## src/rtl/bar_gen.sv

```systemverilog
// bar_gen -- produces batches of NUM_BARS pseudo-random bar heights for a downstream sorter.
//
// A 16-bit Galois LFSR (taps 16'hB400) supplies candidates. Each cycle in GEN takes
// lfsr[5:0] as the candidate, and the LFSR then advances. A zero candidate is rejected.
// An accepted candidate is presented on a valid/ready handshake. After NUM_BARS
// handshakes the block parks in DONE until the next start.
//
// Optional feature: define BAR_GEN_UNIQUE_EN to also reject heights already sent in the
// current batch. This adds one history register per slot. With the macro undefined,
// duplicates are allowed and there is no history storage.
//
// Ports:
//   clk        in   single clock, rising edge
//   reset_n    in   asynchronous active-low reset
//   start      in   begin a new batch (accepted in IDLE/DONE only)
//   seed_load  in   load seed into the LFSR (IDLE/DONE only; wins over start)
//   seed       in   seed value; 0 selects LFSR_SEED
//   bar_valid  out  bar_index/bar_height hold a valid bar
//   bar_ready  in   downstream accepts the current bar
//   bar_index  out  slot number of the current bar
//   bar_height out  height of the current bar (1..63)
//   busy       out  high in GEN and SEND
//   done       out  high after a complete batch until the next start or reset
module bar_gen #(
  parameter int unsigned NUM_BARS  = 5,
  parameter int unsigned HEIGHT_W  = 7,
  parameter logic [15:0] LFSR_SEED = 16'hACE1
) (
  input  logic                clk,
  input  logic                reset_n,
  input  logic                start,
  input  logic                seed_load,
  input  logic [15:0]         seed,
  output logic                bar_valid,
  input  logic                bar_ready,
  output logic [2:0]          bar_index,
  output logic [HEIGHT_W-1:0] bar_height,
  output logic                busy,
  output logic                done
);

  typedef enum logic [1:0] {StIdle, StGen, StSend, StDone} state_e;

  localparam logic [15:0] Taps    = 16'hB400;
  localparam logic [2:0]  LastIdx = 3'(NUM_BARS - 1);

  state_e              r_state, w_state_next;
  logic [15:0]         r_lfsr, w_lfsr_next, w_lfsr_step;
  logic                r_bar_valid, w_bar_valid_next;
  logic [2:0]          r_bar_index, w_bar_index_next;
  logic [HEIGHT_W-1:0] r_bar_height, w_bar_height_next;
  logic [HEIGHT_W-1:0] w_cand;
  logic                w_dup;
  logic                w_cand_ok;

  // Bit 15 of the step result is set exactly when the XOR is applied. So a nonzero
  // state can never step to zero, and seed=0 is remapped below.
  assign w_lfsr_step = r_lfsr[0] ? ((r_lfsr >> 1) ^ Taps) : (r_lfsr >> 1);
  assign w_cand      = HEIGHT_W'(r_lfsr[5:0]);

`ifdef BAR_GEN_UNIQUE_EN
  logic [HEIGHT_W-1:0] r_hist [NUM_BARS];
  logic                w_hist_clr;
  logic                w_hist_wr;

  // Cleared entries hold 0. Because a zero candidate is rejected anyway, an empty
  // slot can never match.
  always_comb begin
    w_dup = 1'b0;
    for (int unsigned i = 0; i < NUM_BARS; i++) begin
      if (r_hist[i] == w_cand) w_dup = 1'b1;
    end
  end

  assign w_hist_clr = ((r_state == StIdle) || (r_state == StDone)) && start && !seed_load;
  assign w_hist_wr  = (r_state == StGen) && w_cand_ok;

  always_ff @(posedge clk or negedge reset_n) begin
    if (!reset_n) begin
      for (int unsigned i = 0; i < NUM_BARS; i++) r_hist[i] <= '0;
    end else if (w_hist_clr) begin
      for (int unsigned i = 0; i < NUM_BARS; i++) r_hist[i] <= '0;
    end else if (w_hist_wr) begin
      r_hist[r_bar_index] <= w_cand;
    end
  end
`else
  assign w_dup = 1'b0;
`endif

  assign w_cand_ok = (r_lfsr[5:0] != 6'd0) && !w_dup;

  always_comb begin
    w_state_next      = r_state;
    w_lfsr_next       = r_lfsr;
    w_bar_valid_next  = r_bar_valid;
    w_bar_index_next  = r_bar_index;
    w_bar_height_next = r_bar_height;
    unique case (r_state)
      StIdle, StDone: begin
        // seed_load wins over start; a start in the same cycle is dropped.
        if (seed_load) begin
          w_lfsr_next = (seed == 16'h0000) ? LFSR_SEED : seed;
        end else if (start) begin
          w_bar_index_next = '0;
          w_state_next     = StGen;
        end
      end
      StGen: begin
        w_lfsr_next = w_lfsr_step;
        if (w_cand_ok) begin
          w_bar_height_next = w_cand;
          w_bar_valid_next  = 1'b1;
          w_state_next      = StSend;
        end
      end
      StSend: begin
        if (bar_ready) begin
          w_bar_valid_next = 1'b0;
          if (r_bar_index == LastIdx) begin
            w_state_next = StDone;
          end else begin
            w_bar_index_next = r_bar_index + 3'd1;
            w_state_next     = StGen;
          end
        end
      end
      default: w_state_next = StIdle;
    endcase
  end

  always_ff @(posedge clk or negedge reset_n) begin
    if (!reset_n) begin
      r_state      <= StIdle;
      r_lfsr       <= LFSR_SEED;
      r_bar_valid  <= 1'b0;
      r_bar_index  <= '0;
      r_bar_height <= '0;
    end else begin
      r_state      <= w_state_next;
      r_lfsr       <= w_lfsr_next;
      r_bar_valid  <= w_bar_valid_next;
      r_bar_index  <= w_bar_index_next;
      r_bar_height <= w_bar_height_next;
    end
  end

  assign bar_valid  = r_bar_valid;
  assign bar_index  = r_bar_index;
  assign bar_height = r_bar_height;
  assign busy       = (r_state == StGen) || (r_state == StSend);
  assign done       = (r_state == StDone);

endmodule

```

## config.mk

```make
export PLATFORM = sky130hd
export DESIGN_NAME = bar_gen
export DESIGN_NICKNAME = d
export VERILOG_FILES = /design/src/rtl/bar_gen.sv
export SDC_FILE = /design/constraint.sdc
export NUM_CORES = 1
export LEC_CHECK = 0
export CAP_MARGIN = 20
export CORE_AREA = 2 2 61 63
export DETAILED_ROUTE_END_ITERATION = 16
export DIE_AREA = 0 0 63 65
export PLACE_DENSITY = 0.75
export SLEW_MARGIN = 25
export SYNTH_ARGS = -nofsm -noshare
export SYNTH_HDL_FRONTEND = slang
export SYNTH_SLANG_ARGS = --single-unit
```

## constraint.sdc

```tcl
create_clock -name clk -period 1.8 [get_ports clk]
set_input_delay 0.36 -clock clk [delete_from_list [all_inputs] [get_ports clk]]
set_output_delay 0.36 -clock clk [all_outputs]
set_load 0.02 [all_outputs]
```

==> impl_metrics.csv <==
group,metric,value,unit
route,routedWlPerCell,14.3,um
die,die_w,63,um
power_and_ir_drop,power_frac_seq,0.319,
synthesis,synth_warnings,0,
worst_setup_path,cp_data_arrival_time,1380,ps
cts,ctsHoldBuffers,0,
synthesis,synth_area,1470,um^2
grt,grt.overflow.total,0,
finish,nFillCells,305,
route,drt_iter0_drc,82,
worst_setup_path,start_kind,"register",
synthesis,synth_nets,164,
die,io_pins,34,
placed_design,pre_cts_slack,-43.8,ps
worst_setup_path,worstSetupPathType,"register to output port",
cts,clock-root-buffer,"clkbuf_4",
grt,antenna_found_initial,0,
worst_setup_path,cp.required,1440,ps
synthesis,synthCells,137,
power_and_ir_drop,p_sw,1.51,mW
power_and_ir_drop,leakagePower,0.851,nW
sta,hold-worst-slack,365,ps
worst_setup_path,slowest_stage,"clkdlybuf4s50_1",
synthesis,seq_area_frac_synth,0.483,
finish,final_cells,226,
power_and_ir_drop,p_clk_frac,0.110,
synthesis,ys.flop_type,"dfrtp_1",
cts,path_clk_slew,150,ps
finish,drive_gt1_frac,0.225,
power_and_ir_drop,power.share.combinational,0.572,
outcome,status,"finished, final reports clean",
placed_design,port_buffers,32,
finish,final_util,0.559,
finish,antenna_cells,0,
grt,grt_max_degree,29,
placed_design,place.gp.congestion,0.822,
grt,grt_first_pass_wirelength,5.51,mm
finish,multi_input_area,691,um^2
cts,cts.sinks,28,
worst_setup_path,path_buf_inv,1,
synthesis,syn_area_per_cell,10.7,um^2
power_and_ir_drop,p_int,2.33,mW
route,drc_errors,0,
finish,syn2layout_area_growth,32.9,%
die,die_y,65,um
flow_run,cap_violations,0,
die,die_area,4100,um^2
die,start_util,0.421,
synthesis,ys_types,32,
sta,skew,3.19,ps
route,vias_per_cell,5.43,
sta,final.min_clock_period,1740,ps
hold_path,hold_path_class,"primary input to async pin",
cts,cts_made_buffers,3,
route,ant_nets,0,
cts,cts_buffer_depth,2,
worst_setup_path,max_stage_delay,620,ps
synthesis,synthArstFlopShare,1.00,
finish,fin_nets,206,
grt,track_usage,0.172,
finish,seq_area,711,um^2
placed_design,hpwlAfterDp,2.48,mm
worst_setup_path,end_kind,"output port",
route,drt_pass1_iterations,4,
power_and_ir_drop,powerDensity,1970,nW/um^2
cts,clk_latency,340,ps
power_and_ir_drop,ir_drop,0.567,mV
grt,grt_pass1_vias,1222,
worst_setup_path,cp_top_family,"buffers and inverters",
sta,setup_ws,62.8,ps
sta,finalMaxSlewViolations,0,
synthesis,ys_ff_latch,28,
sta,rsz0062_at_grt,"no",
worst_setup_path,crit_path_cell_trace,"clkdlybuf4s50_1",
route,wl,3.23,mm
sta,finalSetupViolations,0,
sta,fin_setup_tns,0,ps
die,row_count,22,
synthesis,synth_edf_count,0,
sta,period_share,0.965,
placed_design,dp.cells,221,
power_and_ir_drop,swShare,0.392,
route,vias,1227,
die,coreArea,3500,um^2
worst_setup_path,path_max_fanout,4,
sta,hold_viol,0,
sta,fmax,576,MHz
cts,htreeDepth,1,
cts,cts_tree,"done",
[cells by family (layout without fill, tap and decap cells)]
family                   Yosys count  in the layout  share of synthesized area
other                              1              1                    0.00255
flip-flops                        28             28                      0.483
AND/OR/NAND/NOR                   36             36                      0.123
multiplexers                      11             11                     0.0766
XOR/XNOR                           3              3                     0.0179
buffers and inverters             15             56                     0.0519
adder cells (fa/ha/maj)            6              6                     0.0511
AO/OA/AOI/OAI                     37             37                      0.194
[cell usage in the layout (no fill, tap or decap), types with 2 or more instances in the layout]
cell,count
ha_1,6
a41o_1,2
dfrtp_1,20
a21oi_1,7
o21ai_1,3
xnor2_1,3
nand3_1,3
dfstp_2,8
or3_1,5
o221a_2,7
a22o_1,5
nor2_1,3
clkbuf_4,3
inv_1,7
nand2_1,15
clkdlybuf4s50_1,30
mux2i_1,9
buf_4,13
o21ai_0,9
nor4_1,4
mux2_2,2
[cell usage after synthesis (4+ instances only)]
| cell type | count | area share |
|---|---|---|
| nand2_1 | 15 | 0.038 |
| a22o_1 | 5 | 0.030 |
| dfrtp_1 | 20 | 0.34 |
| mux2i_1 | 9 | 0.061 |
| nor4_1 | 4 | 0.017 |
| ha_1 | 6 | 0.051 |
| buf_2 | 4 | 0.014 |
| o221a_2 | 7 | 0.054 |
| o21ai_0 | 9 | 0.031 |
| or3_1 | 5 | 0.021 |
| nand3_1 | 4 | 0.014 |
| inv_1 | 7 | 0.018 |
| dfstp_2 | 8 | 0.14 |
| a21oi_1 | 7 | 0.024 |
[routing by layer]
layer,track usage,routed length [um],up-vias
li1,-,-,576
met2,0.301,1630,37
met4,0.100,101,0
met1,0.206,1370,607
met5,0,0,-
met3,0.0156,127,7
[sequential cells by signal (all words and copies together), names as in the netlist]
register,count
bar_valid,1
bar_index,3
r_lfsr,16
bar_height,6
r_state,2
[cell type report]
cell class              instances  share of cell area
multi-input cells              94               0.354
inverters                       7              0.0135
clock inverters                 1              0.0154
flip-flops and latches         28               0.364
clock buffers                   3              0.0115
repair buffers                 45               0.211
well taps                      48              0.0307
[per-stage QoR]
stage | power [mW] | area (um^2)
final | 3.84 | 1950
after floorplan | 2.69 | 1470
after global placement | 3.34 | 1890
after detailed placement | 3.42 | 1890
after global routing | 4.12 | 1950
after CTS | 3.84 | 1940
[power groups by stage]
stage	Sequential, mW	Clock (mW)	Combinational [mW]
after floorplan	1.27	0	1.42
after global placement	1.23	0	2.11
after detailed placement	1.24	0	2.18
after CTS	1.23	0.431	2.18
after global routing	1.27	0.456	2.40
final	1.22	0.421	2.19
[final timing paths]
kind	start	endpoint	slack, ps	cells after the start
worst max-delay path	bar_index[2]	bar_index[2]	60	1
worst min-delay path	reset_n	r_state[0]	370	2
worst max register to register	r_state[1]	r_lfsr[13]	110	5
worst min register to register	r_lfsr[15]	r_lfsr[15]	490	2
max in group asynchronous	reset_n	r_lfsr[5]	1130	2
min in group clk	r_lfsr[15]	r_lfsr[15]	490	2
[what timing repair did]
action                                  in CTS  in global routing
pin swaps                                    0                  1
hold endpoints to repair                     0                  0
endpoints found under the setup margin       2                 14
resized for setup                            4                  4
buffers inserted                             0                  1
Power figures use the tool's default switching activity.
